## src/rtl/axi_mon_pkg.sv

```systemverilog
// Shared AXI monitor types: prescaler FSM states and the sticky R-channel flag bundle.
package axi_mon_pkg;

    typedef enum logic [0:0] {
        StIdle,
        StRun
    } presc_state_e;

    typedef struct packed {
        logic valid;
        logic ready;
        logic last;
    } rd_sticky_t;

    // Per-cycle R-channel contribution: last only counts on a completed handshake.
    function automatic rd_sticky_t rd_terms(logic valid, logic ready, logic last);
        rd_sticky_t t;
        t.valid = valid;
        t.ready = ready;
        t.last  = valid & ready & last;
        return t;
    endfunction

endpackage

```

## src/rtl/presc_tick_gen.sv

```systemverilog
// Prescale window generator: IDLE/RUN FSM, window counter and boundary-latched divisor.
// close_o marks the last cycle of an open window; run_o marks cycles that belong to a window.
module presc_tick_gen
    import axi_mon_pkg::*;
#(
    parameter int unsigned PrescWidth = 8
) (
    input  logic                  clk_i,
    input  logic                  rst_i,
    input  logic                  enable_i,
    input  logic [PrescWidth-1:0] presc_div_i,
    output logic                  run_o,
    output logic                  close_o
);

    presc_state_e          state_q, state_d;
    logic [PrescWidth-1:0] cnt_q, cnt_d;
    logic [PrescWidth-1:0] div_q, div_d;

    always_ff @(posedge clk_i) begin
        if (rst_i) begin
            state_q <= StIdle;
        end else begin
            state_q <= state_d;
        end
    end

    always_comb begin
        state_d = state_q;
        case (state_q)
            StIdle:  if (enable_i)  state_d = StRun;
            StRun:   if (!enable_i) state_d = StIdle;
            default: state_d = StIdle;
        endcase
    end

    always_comb begin
        run_o   = (state_q == StRun) && enable_i;
        close_o = run_o && (cnt_q == div_q);
    end

    // Divisor is only sampled on entry to RUN and at window boundaries.
    always_comb begin
        cnt_d = cnt_q;
        div_d = div_q;
        if (state_q != StRun) begin
            cnt_d = '0;
            if (enable_i) div_d = presc_div_i;
        end else if (!enable_i) begin
            cnt_d = '0;
        end else if (close_o) begin
            cnt_d = '0;
            div_d = presc_div_i;
        end else begin
            cnt_d = cnt_q + PrescWidth'(1);
        end
    end

    always_ff @(posedge clk_i) begin
        if (rst_i) begin
            cnt_q <= '0;
            div_q <= '0;
        end else begin
            cnt_q <= cnt_d;
            div_q <= div_d;
        end
    end

endmodule

```

## src/rtl/rd_sticky_prescaler.sv

```systemverilog
// Prescaled tick plus per-window sticky R-channel flags for the read-slot counters.
// Optional per-window beat count enabled by defining AXI_MON_BEATCNT_EN.
module rd_sticky_prescaler
    import axi_mon_pkg::*;
#(
    parameter int unsigned PrescWidth   = 8,
    parameter int unsigned BeatCntWidth = 8
) (
    input  logic                    clk_i,
    input  logic                    rst_i,
    input  logic                    enable_i,
    input  logic [PrescWidth-1:0]   presc_div_i,
    input  logic                    r_valid_i,
    input  logic                    r_ready_i,
    input  logic                    r_last_i,
    output logic                    prescaled_en_o,
    output logic                    r_valid_sticky_o,
    output logic                    r_ready_sticky_o,
    output logic                    r_last_sticky_o,
    output logic [BeatCntWidth-1:0] r_beats_o
);

    logic       run;
    logic       close;
    logic       tick_q;
    rd_sticky_t acc_q, sticky_q, acc_or;

    presc_tick_gen #(
        .PrescWidth (PrescWidth)
    ) u_tick_gen (
        .clk_i       (clk_i),
        .rst_i       (rst_i),
        .enable_i    (enable_i),
        .presc_div_i (presc_div_i),
        .run_o       (run),
        .close_o     (close)
    );

    // Closing-cycle inputs fold into the window being published.
    assign acc_or = rd_sticky_t'(acc_q | rd_terms(r_valid_i, r_ready_i, r_last_i));

    always_ff @(posedge clk_i) begin
        if (rst_i) begin
            tick_q   <= 1'b0;
            acc_q    <= '0;
            sticky_q <= '0;
        end else begin
            tick_q <= close;
            if (close) begin
                sticky_q <= acc_or;
                acc_q    <= '0;
            end else if (run) begin
                acc_q <= acc_or;
            end else begin
                acc_q <= '0;
            end
        end
    end

`ifdef AXI_MON_BEATCNT_EN
    logic [BeatCntWidth-1:0] beat_acc_q, beats_q, beat_sum;

    always_comb begin
        beat_sum = beat_acc_q;
        if (r_valid_i && r_ready_i && (beat_acc_q != '1)) begin
            beat_sum = beat_acc_q + BeatCntWidth'(1);
        end
    end

    always_ff @(posedge clk_i) begin
        if (rst_i) begin
            beat_acc_q <= '0;
            beats_q    <= '0;
        end else if (close) begin
            beats_q    <= beat_sum;
            beat_acc_q <= '0;
        end else if (run) begin
            beat_acc_q <= beat_sum;
        end else begin
            beat_acc_q <= '0;
        end
    end

    assign r_beats_o = beats_q;
`else
    assign r_beats_o = '0;
`endif

    assign prescaled_en_o   = tick_q;
    assign r_valid_sticky_o = sticky_q.valid;
    assign r_ready_sticky_o = sticky_q.ready;
    assign r_last_sticky_o  = sticky_q.last;

endmodule
```

## config.mk

```make
export PLATFORM = sky130hd
export DESIGN_NAME = rd_sticky_prescaler
export DESIGN_NICKNAME = d
export VERILOG_FILES = /design/src/rtl/axi_mon_pkg.sv /design/src/rtl/presc_tick_gen.sv /design/src/rtl/rd_sticky_prescaler.sv
export SDC_FILE = /design/constraint.sdc
export NUM_CORES = 1
export LEC_CHECK = 0
export BUFFER_PORTS_ARGS = -buffer_cell sky130_fd_sc_hd__buf_4
export CAP_MARGIN = 20
export CORE_MARGIN = 4
export CORE_UTILIZATION = 53
export CTS_CLUSTER_SIZE = 40
export DETAILED_ROUTE_END_ITERATION = 10
export PLACE_DENSITY = 0.86
export SLEW_MARGIN = 20
export SYNTH_ARGS = -nofsm -noshare
export SYNTH_HDL_FRONTEND = slang
export SYNTH_HIERARCHICAL = 1
export SYNTH_SLANG_ARGS = --single-unit
```

## constraint.sdc

```tcl
create_clock -name clk_i -period 3 [get_ports clk_i]
set_clock_uncertainty 0.15 [all_clocks]
set_input_delay 0.9 -clock clk_i [delete_from_list [all_inputs] [get_ports clk_i]]
set_output_delay 0.9 -clock clk_i [all_outputs]
set_load 0.02 [all_outputs]
```

==> results of run 1 <==
==> cell families (layout without fill, tap and decap cells) <==
| family | count (synthesis) | count (layout) |
|---|---|---|
| DFF | 24 | 24 |
| xor gates and xnor gates | 14 | 14 |
| adders and majority gates | 1 | 1 |
| other | 1 | 8 |
| AOI/OAI and AO/OA | 20 | 20 |
| and+or+nand+nor | 67 | 67 |
| buffers and inverters | 19 | 24 |
==> Yosys cell counts (4+ instances only) <==
| cell type | n | share of area |
|---|---|---|
| sky130_fd_sc_hd__o211ai_2 | 7 | 0.068 |
| sky130_fd_sc_hd__xnor2_1 | 10 | 0.068 |
| sky130_fd_sc_hd__nor3b_1 | 7 | 0.041 |
| sky130_fd_sc_hd__nand2_1 | 11 | 0.032 |
| sky130_fd_sc_hd__xor2_1 | 4 | 0.027 |
| sky130_fd_sc_hd__buf_2 | 5 | 0.019 |
| sky130_fd_sc_hd__or4_1 | 7 | 0.041 |
| sky130_fd_sc_hd__clkbuf_1 | 4 | 0.012 |
| sky130_fd_sc_hd__nand3b_1 | 7 | 0.041 |
| sky130_fd_sc_hd__nor2_1 | 11 | 0.032 |
| sky130_fd_sc_hd__a31oi_1 | 8 | 0.039 |
| sky130_fd_sc_hd__buf_4 | 8 | 0.046 |
| sky130_fd_sc_hd__nor4_1 | 8 | 0.039 |
| sky130_fd_sc_hd__dfxtp_1 | 24 | 0.37 |
==> cells in the final DEF, fill, tap and decap left out, types with 2 or more instances in the layout <==
cell                       instances
sky130_fd_sc_hd__a211oi_1          3
sky130_fd_sc_hd__nor2b_1           2
sky130_fd_sc_hd__nor4_1            8
sky130_fd_sc_hd__or4_1             7
sky130_fd_sc_hd__nand4_1           3
sky130_fd_sc_hd__nor3b_1           7
sky130_fd_sc_hd__nand2_1          11
sky130_fd_sc_hd__conb_1            8
sky130_fd_sc_hd__clkbuf_4          3
sky130_fd_sc_hd__nor2_1           11
sky130_fd_sc_hd__nand3b_1          7
sky130_fd_sc_hd__xnor2_1          10
sky130_fd_sc_hd__xor2_1            4
sky130_fd_sc_hd__o211ai_2          7
sky130_fd_sc_hd__o21ai_0           2
sky130_fd_sc_hd__a31oi_1           8
sky130_fd_sc_hd__nand3_1           3
sky130_fd_sc_hd__buf_4            19
sky130_fd_sc_hd__dfxtp_1          24
==> worst max-delay path, cell delays in order, from the launching register on <==
cell and delay (ns):
sky130_fd_sc_hd__dfxtp_1 0.45, sky130_fd_sc_hd__xnor2_1 0.15, sky130_fd_sc_hd__nand4_1 0.37, sky130_fd_sc_hd__nor2_1 0.63, sky130_fd_sc_hd__buf_4 0.30, sky130_fd_sc_hd__o211ai_2 0.10
==> layout make-up <==
type | instances | area [um^2]
inverters | 1 | 3.754
repair buffers | 19 | 142.6
flip-flops and latches | 24 | 480.5
fillers | 187 | 828.3
well taps | 28 | 35.03
multi-input cells | 110 | 733.2
clock buffers | 3 | 22.52
clock inverters | 1 | 30.03
==> power by group through the flow <==
stage / clock network, mW / registers [mW] / logic [mW]
after global placement: 0 / 0.359 / 0.140
after global routing: 0.252 / 0.356 / 0.163
after floorplan: 0 / 0.356 / 0.115
after detailed placement: 0 / 0.360 / 0.145
final: 0.231 / 0.353 / 0.148
after CTS: 0.239 / 0.353 / 0.147
==> through the flow <==
step	utilization	std cells
floorplan	-	153
global placement	0.6130	182
detailed placement	0.6130	182
CTS	0.6361	186
global route	0.6361	186
finish	0.6361	186
==> worst max-delay path by stage <==
stage                                    from                  end  slack (ns)  depth (start not counted)
after floorplan                      enable_i             acc_q[0]        0.44                          6
after global routing      u_tick_gen/cnt_q[3]  u_tick_gen/div_q[3]        0.56                          5
after detailed placement             enable_i             acc_q[0]        0.60                          6
after CTS                 u_tick_gen/cnt_q[2]  u_tick_gen/div_q[5]        0.77                          5
after global placement               enable_i             acc_q[2]        0.67                          6
final                     u_tick_gen/cnt_q[3]  u_tick_gen/div_q[3]        0.75                          5
==> registers in the layout (all words and copies together), names as in the netlist <==
| name | cells |
|---|---|
| r_ready_sticky_o | 1 |
| u_tick_gen/cnt_q | 8 |
| u_tick_gen/state_q | 1 |
| u_tick_gen/div_q | 8 |
| r_last_sticky_o | 1 |
| prescaled_en_o | 1 |
| r_valid_sticky_o | 1 |
| acc_q | 3 |
==> per-layer routing <==
| metal | track usage | share of wire |
|---|---|---|
| met1 | 0.2209 | 0.43 |
| met5 | 0 | 0 |
| met3 | 0.03167 | 0.048 |
| met4 | 0.08278 | 0.023 |
| met2 | 0.3097 | 0.50 |
==> impl_metrics.sql, run 1 <==
INSERT INTO impl_metrics (metric_group, metric, value, unit) VALUES
('timing', 'final_hold_viol_count', '0', ''),
('drt', 'drc', '0', ''),
('yosys', 'multiplexer_share_of_the_synthesized_area', '0', ''),
('yosys', 'synth.ff_latch_count', '24', ''),
('clock_network', 'worst_skew_pair.late_latency', '0.31', 'ns'),
('power_and_ir_drop', 'totalPowerFinal', '732.6', 'uW'),
('timing', 'setup_repair_after_global_routing_missed_its_margin', 'no', ''),
('clock_network', 'clock_tree.buffer_depth', '2', ''),
('worst_setup_path', 'rr_endpoint', 'u_tick_gen/div_q[3]', ''),
('drt', 'dr_total_vias', '1069', ''),
('timing', 'tns', '0', 'ns'),
('yosys', 'synth_warnings', '6', ''),
('clock_network', 'numCtsBuffers', '3', ''),
('power_and_ir_drop', 'power.switching', '207.0', 'uW'),
('floorplanning', 'floorplan_core_area', '2276', 'um^2'),
('timing', 'setup_viol', '0', ''),
('power_and_ir_drop', 'power_frac_seq', '0.482', ''),
('yosys', 'synth_fa_ha_area_frac', '0.009653', ''),
('power_and_ir_drop', 'power_leakage', '0.5497', 'nW'),
('drt', 'avgViaCountPerCell', '5.747', ''),
('timing', 'setup_ws', '0.7473', 'ns'),
('final_layout', 'n_antenna_cell', '0', ''),
('drt', 'route.antenna.remaining_nets', '0', ''),
('final_layout', 'area.growth.synth_to_final', '11.68', '%'),
('clock_network', 'cts_setup_buffers', '0', ''),
('drt', 'drt-initial-drc-count', '34', ''),
('timing', 'worst_hold_slack', '0.3366', 'ns'),
('clock_network', 'post_cts.resized_instances', '0', ''),
('yosys', 'main_combinational_cell_family_by_area_after_synthesis', 'simple AND/OR/NAND/NOR gates', ''),
('min_path', 'min_path_cells', '2', ''),
('run', 'max_cap_violations', '0', ''),
('final_layout', 'layout.cell_area.non_filler', '1448', 'um^2'),
('power_and_ir_drop', 'irDropWorstVdd', '367.8', 'uV'),
('timing', 'period_needed', '2.253', 'ns'),
('placed_design', 'preCtsSetupSlack', '0.6047', 'ns'),
('power_and_ir_drop', 'comb_power_share', '0.203', ''),
('timing', 'max_slew.worst_pin.slew', '0.6235', 'ns'),
('drt', 'detailedRoute.firstPassIterationCount', '4', ''),
('clock_network', 'ctsRootBufferMaster', 'sky130_fd_sc_hd__clkbuf_4', ''),
('yosys', 'synth_top_flop_cell', 'sky130_fd_sc_hd__dfxtp_1', ''),
('worst_setup_path', 'criticalPathCategory', 'register to register', ''),
('worst_setup_path', 'critical_path.reg2reg.startpoint', 'u_tick_gen/cnt_q[3]', ''),
('yosys', 'synthesized_area_fraction_occupied_by_ao_oa_aoi_and_oai_cells', '0.1313', ''),
('yosys', 'synth-xor-area-share', '0.09459', ''),
('grt', 'vias_in_the_first_global_route', '1048', ''),
('placed_design', 'numPortBuffers', '17', ''),
('timing', 'post_route_clock_period_utilization', '0.7509', ''),
('placed_design', 'globalplace.congestion', '0.8123', ''),
('placed_design', 'post_dp_cell_area', '1395', 'um^2'),
('final_layout', 'final_net_count', '174', ''),
('yosys', 'ys_seq_area_frac', '0.3707', ''),
('min_path', 'hold_path.startpoint', 'acc_q[2]', ''),
('clock_network', 'ctsHoldBuffers', '0', ''),
('placed_design', 'post_detailed_placement_half_perimeter_wirelength', '1911', 'um'),
('yosys', 'post_synth.cell_area_avg', '8.878', 'um^2'),
('worst_setup_path', 'reg2regPathDepth', '5', ''),
('timing', 'slew_headroom', '0.5828', ''),
('status', 'status', 'complete, no violations', ''),
('clock_network', 'tritoncts', 'done', ''),
('floorplanning', 'fp.dieArea', '3301', 'um^2'),
('power_and_ir_drop', 'power-per-cell-area', '506.1', 'nW/um^2'),
('yosys', 'syn-instance-count', '146', ''),
('floorplanning', 'initial_utilization', '0.5695', ''),
('clock_network', 'clkSlewWorstSetupHoldPaths', '0.13', 'ns'),
('clock_network', 'cts_num_sinks', '24', ''),
('floorplanning', 'dieHeight', '57.46', 'um'),
('grt', 'grt_first_pass_wirelength', '4733', 'um'),
('power_and_ir_drop', 'power.clock.fraction', '0.315', ''),
('power_and_ir_drop', 'switching_share', '0.2826', ''),
('worst_setup_path', 'critPathArrivalTime', '2.31', 'ns'),
('worst_setup_path', 'crit_required', '3.06', 'ns');
Power figures use the tool's default switching activity.
==> run 2: changes to the inputs <==
- CORE_UTILIZATION: 53 -> 48
- PLACE_DENSITY: 0.86 -> 0.83
- clock period: 3 -> 2 ns (I/O delays scaled with it)
==> run 2 against run 1 <==
Net effect: count of clock-buffer cells in the layout unchanged; die area up 8.9%; register-to-register slack worse by 0.52 ns; combinational power up 78%; largest cell class unchanged.
==> impl_metrics.sql, run 2 (same netlist as run 1, synthesis figures left out) <==
INSERT INTO impl_metrics (metric_group, metric, value, unit) VALUES
('power_and_ir_drop', 'cell_internal_power', '819.3', 'uW'),
('drt', 'drc', '0', ''),
('power_and_ir_drop', 'power-per-cell-area', '762.9', 'nW/um^2'),
('final_layout', 'area.growth.synth_to_final', '16.22', '%'),
('timing', 'final_hold_viol_count', '0', ''),
('final_layout', 'area.sequential', '480.5', 'um^2'),
('power_and_ir_drop', 'irDropWorstVdd', '470.2', 'uV'),
('final_layout', 'biggestRegsByFlops', 'u_tick_gen/cnt_q (8), u_tick_gen/div_q (8), acc_q (3)', ''),
('drt', 'wire_per_inst', '14.16', 'um'),
('drt', 'dr_total_vias', '1096', ''),
('clock_network', 'tritoncts', 'done', ''),
('clock_network', 'cts_setup_buffers', '0', ''),
('floorplanning', 'floorplan_core_area', '2522', 'um^2'),
('clock_network', 'clock_tree.buffer_depth', '2', ''),
('worst_setup_path', 'endpoint', 'r_ready_sticky_o', ''),
('worst_setup_path', 'critPathArrivalTime', '1.85', 'ns'),
('floorplanning', 'rows', '18', ''),
('grt', 'grt_first_pass_wirelength', '4754', 'um'),
('timing', 'tns', '0', 'ns'),
('power_and_ir_drop', 'power.switching', '329.9', 'uW'),
('worst_setup_path', 'worst_setup_path_startpoint', 'u_tick_gen/cnt_q[5]', ''),
('placed_design', 'post_dp_cell_area', '1454', 'um^2'),
('clock_network', 'worst_skew_pair.late_latency', '0.32', 'ns'),
('power_and_ir_drop', 'power.clock.fraction', '0.309', ''),
('final_layout', 'final_net_count', '180', ''),
('power_and_ir_drop', 'switching_share', '0.2871', ''),
('grt', 'vias_in_the_first_global_route', '1083', ''),
('clock_network', 'post_cts.resized_instances', '0', ''),
('floorplanning', 'die_x', '59.97', 'um'),
('timing', 'max_freq', '565.6', 'MHz'),
('drt', 'avgViaCountPerCell', '5.649', ''),
('timing', 'setup_viol', '0', ''),
('final_layout', 'layout.cell_area.non_filler', '1506', 'um^2'),
('final_layout', 'n_antenna_cell', '0', ''),
('clock_network', 'ctsHoldBuffers', '0', ''),
('clock_network', 'numCtsBuffers', '3', ''),
('floorplanning', 'dieHeight', '59.97', 'um'),
('power_and_ir_drop', 'power_frac_seq', '0.462', ''),
('placed_design', 'post_detailed_placement_half_perimeter_wirelength', '2084', 'um'),
('power_and_ir_drop', 'power_leakage', '0.5824', 'nW'),
('worst_setup_path', 'path_max_fanout', '11', ''),
('worst_setup_path', 'critical_path.reg2reg.startpoint', 'u_tick_gen/cnt_q[5]', ''),
('floorplanning', 'fp.dieArea', '3596', 'um^2'),
('floorplanning', 'initial_utilization', '0.5139', ''),
('timing', 'period_needed', '1.768', 'ns'),
('worst_setup_path', 'end_kind', 'register', ''),
('timing', 'slew_viol_final', '0', ''),
('grt', 'grt_antenna_before_repair', '0', ''),
('worst_setup_path', 'reg2regPathDepth', '6', ''),
('grt', 'globalRoute.totalOverflow', '0', ''),
('placed_design', 'numPortBuffers', '17', ''),
('drt', 'drt-initial-drc-count', '17', ''),
('clock_network', 'ctsRootBufferMaster', 'sky130_fd_sc_hd__clkbuf_4', ''),
('run', 'max_cap_violations', '0', ''),
('worst_setup_path', 'setup.worst_path.start_class', 'register', ''),
('clock_network', 'cts_htree_levels', '1', ''),
('final_layout', 'final_cell_mix', 'sky130_fd_sc_hd__buf_4, sky130_fd_sc_hd__dfxtp_1, sky130_fd_sc_hd__nor2_1, sky130_fd_sc_hd__nand2_1, sky130_fd_sc_hd__xnor2_1', ''),
('min_path', 'hold_path.class', 'register to register', ''),
('grt', 'pin_count_of_the_biggest_net_entering_global_routing', '40', ''),
('final_layout', 'multiInputGateArea', '744.5', 'um^2'),
('timing', 'post_route_clock_period_utilization', '0.8840', ''),
('floorplanning', 'design.portCount', '26', ''),
('placed_design', 'globalplace.congestion', '0.7352', ''),
('worst_setup_path', 'rr_endpoint', 'r_ready_sticky_o', ''),
('grt', 'grt_use_total', '0.1724', ''),
('drt', 'route.antenna.remaining_nets', '0', ''),
('clock_network', 'clkSlewWorstSetupHoldPaths', '0.14', 'ns'),
('final_layout', 'drive_above_1_share', '0.2439', ''),
('drt', 'detailedRoute.firstPassIterationCount', '4', ''),
('final_layout', 'leading_cell_type_in_the_layout_fill_and_taps_excluded', 'sky130_fd_sc_hd__buf_4', ''),
('worst_setup_path', 'crit_required', '2.08', 'ns'),
('power_and_ir_drop', 'comb_power_share', '0.229', ''),
('worst_setup_path', 'criticalPathCategory', 'register to register', ''),
('final_layout', 'filler_cell_count', '218', ''),
('drt', 'drt-total-wl', '2747', 'um'),
('status', 'status', 'complete, no violations', ''),
('clock_network', 'cts_num_sinks', '24', ''),
('timing', 'setup_repair_after_global_routing_missed_its_margin', 'no', ''),
('worst_setup_path', 'ff2ff_setup_slack', '0.23', 'ns');
## run 2: cell types whose count changed in the layout (fill, tap and decap cells not counted)
cell                     delta
sky130_fd_sc_hd__buf_4      +6
sky130_fd_sc_hd__nor3_4     +1
sky130_fd_sc_hd__nor3_1     -1
## run 2: worst min path at each step
stage | slack [ns] | to | cells after the start | from
floorplan | 0.27 | acc_q[1] | 2 | acc_q[1]
global placement | 0.28 | acc_q[1] | 2 | acc_q[1]
detailed placement | 0.30 | acc_q[1] | 2 | acc_q[1]
CTS | 0.33 | acc_q[1] | 2 | acc_q[1]
global route | 0.36 | u_tick_gen/div_q[2] | 3 | presc_div_i[2]
finish | 0.33 | acc_q[1] | 2 | acc_q[1]
## run 2: critical path: stages (launching register included)
cell and delay [ns]:
sky130_fd_sc_hd__dfxtp_1 0.44, sky130_fd_sc_hd__xnor2_1 0.15, sky130_fd_sc_hd__nand4_1 0.11, sky130_fd_sc_hd__buf_4 0.19
sky130_fd_sc_hd__nor3_4 0.31, sky130_fd_sc_hd__nor2_1 0.09, sky130_fd_sc_hd__a211oi_1 0.24
## run 2: through the flow
| stage | setup slack (ns) | hold slack [ns] | total power [mW] | cells | util |
|---|---|---|---|---|---|
| 2_1_floorplan | 0.03233 | 0.2719 | 0.7147 | 153 | - |
| 3_3_place_gp | 0.2422 | 0.2844 | 0.7897 | 190 | 0.5764 |
| 3_5_place_dp | 0.1910 | 0.2990 | 0.8011 | 190 | 0.5764 |
| 4_1_cts | 0.2166 | 0.3306 | 1.147 | 194 | 0.5972 |
| 5_1_grt | 0.06442 | 0.3582 | 1.201 | 194 | 0.5972 |
| 6_report | 0.2320 | 0.3256 | 1.149 | 194 | 0.5972 |
## run 2: final cells by class
type / instances / area share
clock inverter: 1 / 0.01993
sequential: 24 / 0.3189
multi-input combinational: 110 / 0.4942
tap: 30 / 0.02492
timing repair buffer: 25 / 0.1246
clock buffer: 3 / 0.01495
inverter: 1 / 0.002492
## run 2: metal layers
metal | global-route usage | wire length, um | vias to the layer above
met1 | 0.1947 | 1156 | 518
met4 | 0.08544 | 55 | 0
met3 | 0.01512 | 73 | 6
li1 | - | - | 550
met2 | 0.3179 | 1462 | 22
met5 | 0 | 0 | -
## run 2: power by group through the flow
stage	clock network, mW	logic (mW)	registers, mW
4_1_cts	0.356	0.261	0.530
5_1_grt	0.380	0.286	0.534
6_report	0.355	0.263	0.531
2_1_floorplan	0	0.180	0.534
3_3_place_gp	0	0.253	0.537
3_5_place_dp	0	0.260	0.541
==> run 3: changes to the inputs <==
- BUFFER_PORTS_ARGS: -buffer_cell sky130_fd_sc_hd__buf_4 -> unset
- CORE_UTILIZATION: 48 -> 55
- DONT_BUFFER_PORTS: unset -> 1
- PLACE_DENSITY: 0.83 -> 0.82
- SKIP_CTS_REPAIR_TIMING: unset -> 1
==> run 3 against run 2 <==
Net effect: via count down 5.3%; clock power is 2% lower; combinational power is 19% lower; critical path depth stayed put; flip-flop and latch count is the same; non-clock buffer count fell by 20; total power decreased by 4.7%; global-route usage grew 1.6 points; hold slack worse by 0.14 ns; design area down 10%.
==> impl_metrics.sql, run 3 (same netlist as run 1, synthesis figures left out) <==
INSERT INTO impl_metrics (metric_group, metric, value, unit) VALUES
('clock_network', 'ctsRootBufferMaster', 'sky130_fd_sc_hd__clkbuf_4', ''),
('timing', 'period_needed', '1.853', 'ns'),
('grt', 'grt_antenna_before_repair', '0', ''),
('final_layout', 'final_cell_mix', 'sky130_fd_sc_hd__dfxtp_1, sky130_fd_sc_hd__nor2_1, sky130_fd_sc_hd__nand2_1', ''),
('floorplanning', 'floorplan_core_area', '2233', 'um^2'),
('clock_network', 'cts_num_sinks', '24', ''),
('grt', 'grt_first_pass_wirelength', '4719', 'um'),
('worst_setup_path', 'setup.worst_path.start_class', 'register', ''),
('timing', 'setup_viol', '0', ''),
('worst_setup_path', 'criticalPathCategory', 'register to register', ''),
('timing', 'final_hold_viol_count', '0', ''),
('timing', 'max_freq', '539.6', 'MHz'),
('power_and_ir_drop', 'power_leakage', '0.4837', 'nW'),
('final_layout', 'final_net_count', '160', ''),
('worst_setup_path', 'timing.critical_path.cells', 'xnor2_1 -> nand4_1 -> buf_4 -> nor3_4 -> nor2_1 -> a211oi_1', ''),
('worst_setup_path', 'critPathArrivalTime', '1.92', 'ns'),
('worst_setup_path', 'critical-path-slowest-cell', 'sky130_fd_sc_hd__dfxtp_1', ''),
('floorplanning', 'initial_utilization', '0.5804', ''),
('clock_network', 'tritoncts', 'done', ''),
('timing', 'setup_repair_after_global_routing_missed_its_margin', 'no', ''),
('drt', 'drc', '0', ''),
('power_and_ir_drop', 'irDropWorstVdd', '572.6', 'uV'),
('worst_setup_path', 'timing.critical_path.slowest_cell_delay', '0.46', 'ns'),
('placed_design', 'post_detailed_placement_half_perimeter_wirelength', '2025', 'um'),
('timing', 'tns', '0', 'ns'),
('min_path', 'hold_path.class', 'input pin to register', ''),
('timing', 'post_route_clock_period_utilization', '0.9266', ''),
('placed_design', 'globalplace.congestion', '0.7874', ''),
('run', 'max_cap_violations', '0', ''),
('final_layout', 'drive_above_1_share', '0.1389', ''),
('final_layout', 'fin_util', '0.6062', ''),
('floorplanning', 'rows', '17', ''),
('final_layout', 'leading_cell_type_in_the_layout_fill_and_taps_excluded', 'sky130_fd_sc_hd__dfxtp_1', ''),
('worst_setup_path', 'end_kind', 'register', ''),
('timing', 'slew_viol_final', '0', ''),
('floorplanning', 'design.portCount', '26', ''),
('floorplanning', 'fp.dieArea', '3197', 'um^2'),
('final_layout', 'biggestRegsByFlops', 'u_tick_gen/cnt_q (8), u_tick_gen/div_q (8), acc_q (3)', ''),
('drt', 'route.antenna.remaining_nets', '0', ''),
('placed_design', 'numPortBuffers', '0', ''),
('worst_setup_path', 'crit_required', '2.07', 'ns'),
('grt', 'globalRoute.totalOverflow', '0', ''),
('floorplanning', 'die_x', '56.55', 'um'),
('timing', 'max_slew.worst_pin.slew', '0.5701', 'ns'),
('drt', 'dr_total_vias', '1038', ''),
('timing', 'slew_headroom', '0.6185', ''),
('drt', 'wire_per_inst', '15.88', 'um'),
('min_path', 'min_path_cells', '1', ''),
('power_and_ir_drop', 'power-per-cell-area', '808.6', 'nW/um^2'),
('floorplanning', 'dieHeight', '56.55', 'um'),
('final_layout', 'area.growth.synth_to_final', '4.440', '%'),
('drt', 'drt-initial-drc-count', '21', ''),
('grt', 'vias_in_the_first_global_route', '1027', ''),
('worst_setup_path', 'path_max_fanout', '11', ''),
('clock_network', 'numCtsBuffers', '3', ''),
('worst_setup_path', 'reg2regPathDepth', '6', ''),
('clock_network', 'worst_skew_pair.late_latency', '0.31', 'ns'),
('clock_network', 'clock_tree.buffer_depth', '2', ''),
('status', 'status', 'complete, no violations', ''),
('drt', 'avgViaCountPerCell', '6.035', ''),
('drt', 'detailedRoute.firstPassIterationCount', '4', ''),
('grt', 'pin_count_of_the_biggest_net_entering_global_routing', '40', ''),
('clock_network', 'clkSlewWorstSetupHoldPaths', '0.13', 'ns'),
('final_layout', 'filler_cell_count', '188', ''),
('clock_network', 'cts_htree_levels', '1', ''),
('drt', 'drt-total-wl', '2731', 'um'),
('grt', 'grt_use_total', '0.1888', ''),
('final_layout', 'n_antenna_cell', '0', '');
-- run 3: cell types whose count changed in the layout (fill, tap and decap cells not counted) --
cell                    previous run  this run
sky130_fd_sc_hd__buf_4            25         5
-- run 3: final cells by class --
class / instances / area, um^2 / area share
clock inverters: 1 / 30.03 / 0.02218
repair buffers: 5 / 37.54 / 0.02773
inverters: 1 / 3.754 / 0.002773
multi-input cells: 110 / 744.5 / 0.5499
flip-flops and latches: 24 / 480.5 / 0.3549
clock buffers: 3 / 22.52 / 0.01664
well taps: 28 / 35.03 / 0.02588
-- run 3: critical path, delay by kind of cell (launching register included) --
kind / cells / cell delay, ns
XOR/XNOR: 1 / 0.16
flip-flops: 1 / 0.46
buffers and inverters: 1 / 0.20
AND/OR/NAND/NOR: 3 / 0.50
AO/OA/AOI/OAI: 1 / 0.28
-- run 3: worst paths after layout --
| check | start | end | slack, ns |
|---|---|---|---|
| worst min register to register | acc_q[2] | acc_q[2] | 0.33 |
| worst min-delay path | rst_i | prescaled_en_o | 0.19 |
| worst max-delay path | u_tick_gen/cnt_q[2] | r_last_sticky_o | 0.15 |
| worst max register to register | u_tick_gen/cnt_q[2] | r_last_sticky_o | 0.15 |
-- run 3: where the power goes --
group / internal, mW / total [mW] / switching, mW
Clock: 0.203 / 0.349 / 0.147
Sequential: 0.504 / 0.534 / 0.0297
Combinational: 0.0840 / 0.212 / 0.128
Total: 0.791 / 1.09 / 0.304
-- run 3: per-stage QoR --
stage | setup slack [ns] | cell area, um^2 | power (mW) | hold slack (ns) | std cells
after floorplan | 0.03233 | 1334 | 0.7147 | 0.2719 | 153
after global placement | 0.3431 | 1301 | 0.7385 | 0.2926 | 168
after detailed placement | 0.2169 | 1301 | 0.7524 | 0.3055 | 168
after CTS | 0.1803 | 1354 | 1.095 | 0.1779 | 172
after global routing | 0.05185 | 1354 | 1.147 | 0.1558 | 172
final | 0.1468 | 1354 | 1.095 | 0.1887 | 172
-- run 3: layer usage --
| metal | track usage | part of all wire | wire [um] | vias to the layer above |
|---|---|---|---|---|
| met5 | 0 | 0 | 0 | - |
| met4 | 0.1288 | 0.018 | 49 | 0 |
| met3 | 0.02069 | 0.045 | 123 | 4 |
| met2 | 0.3333 | 0.55 | 1505 | 30 |
| met1 | 0.2082 | 0.39 | 1052 | 489 |
| li1 | - | - | - | 515 |
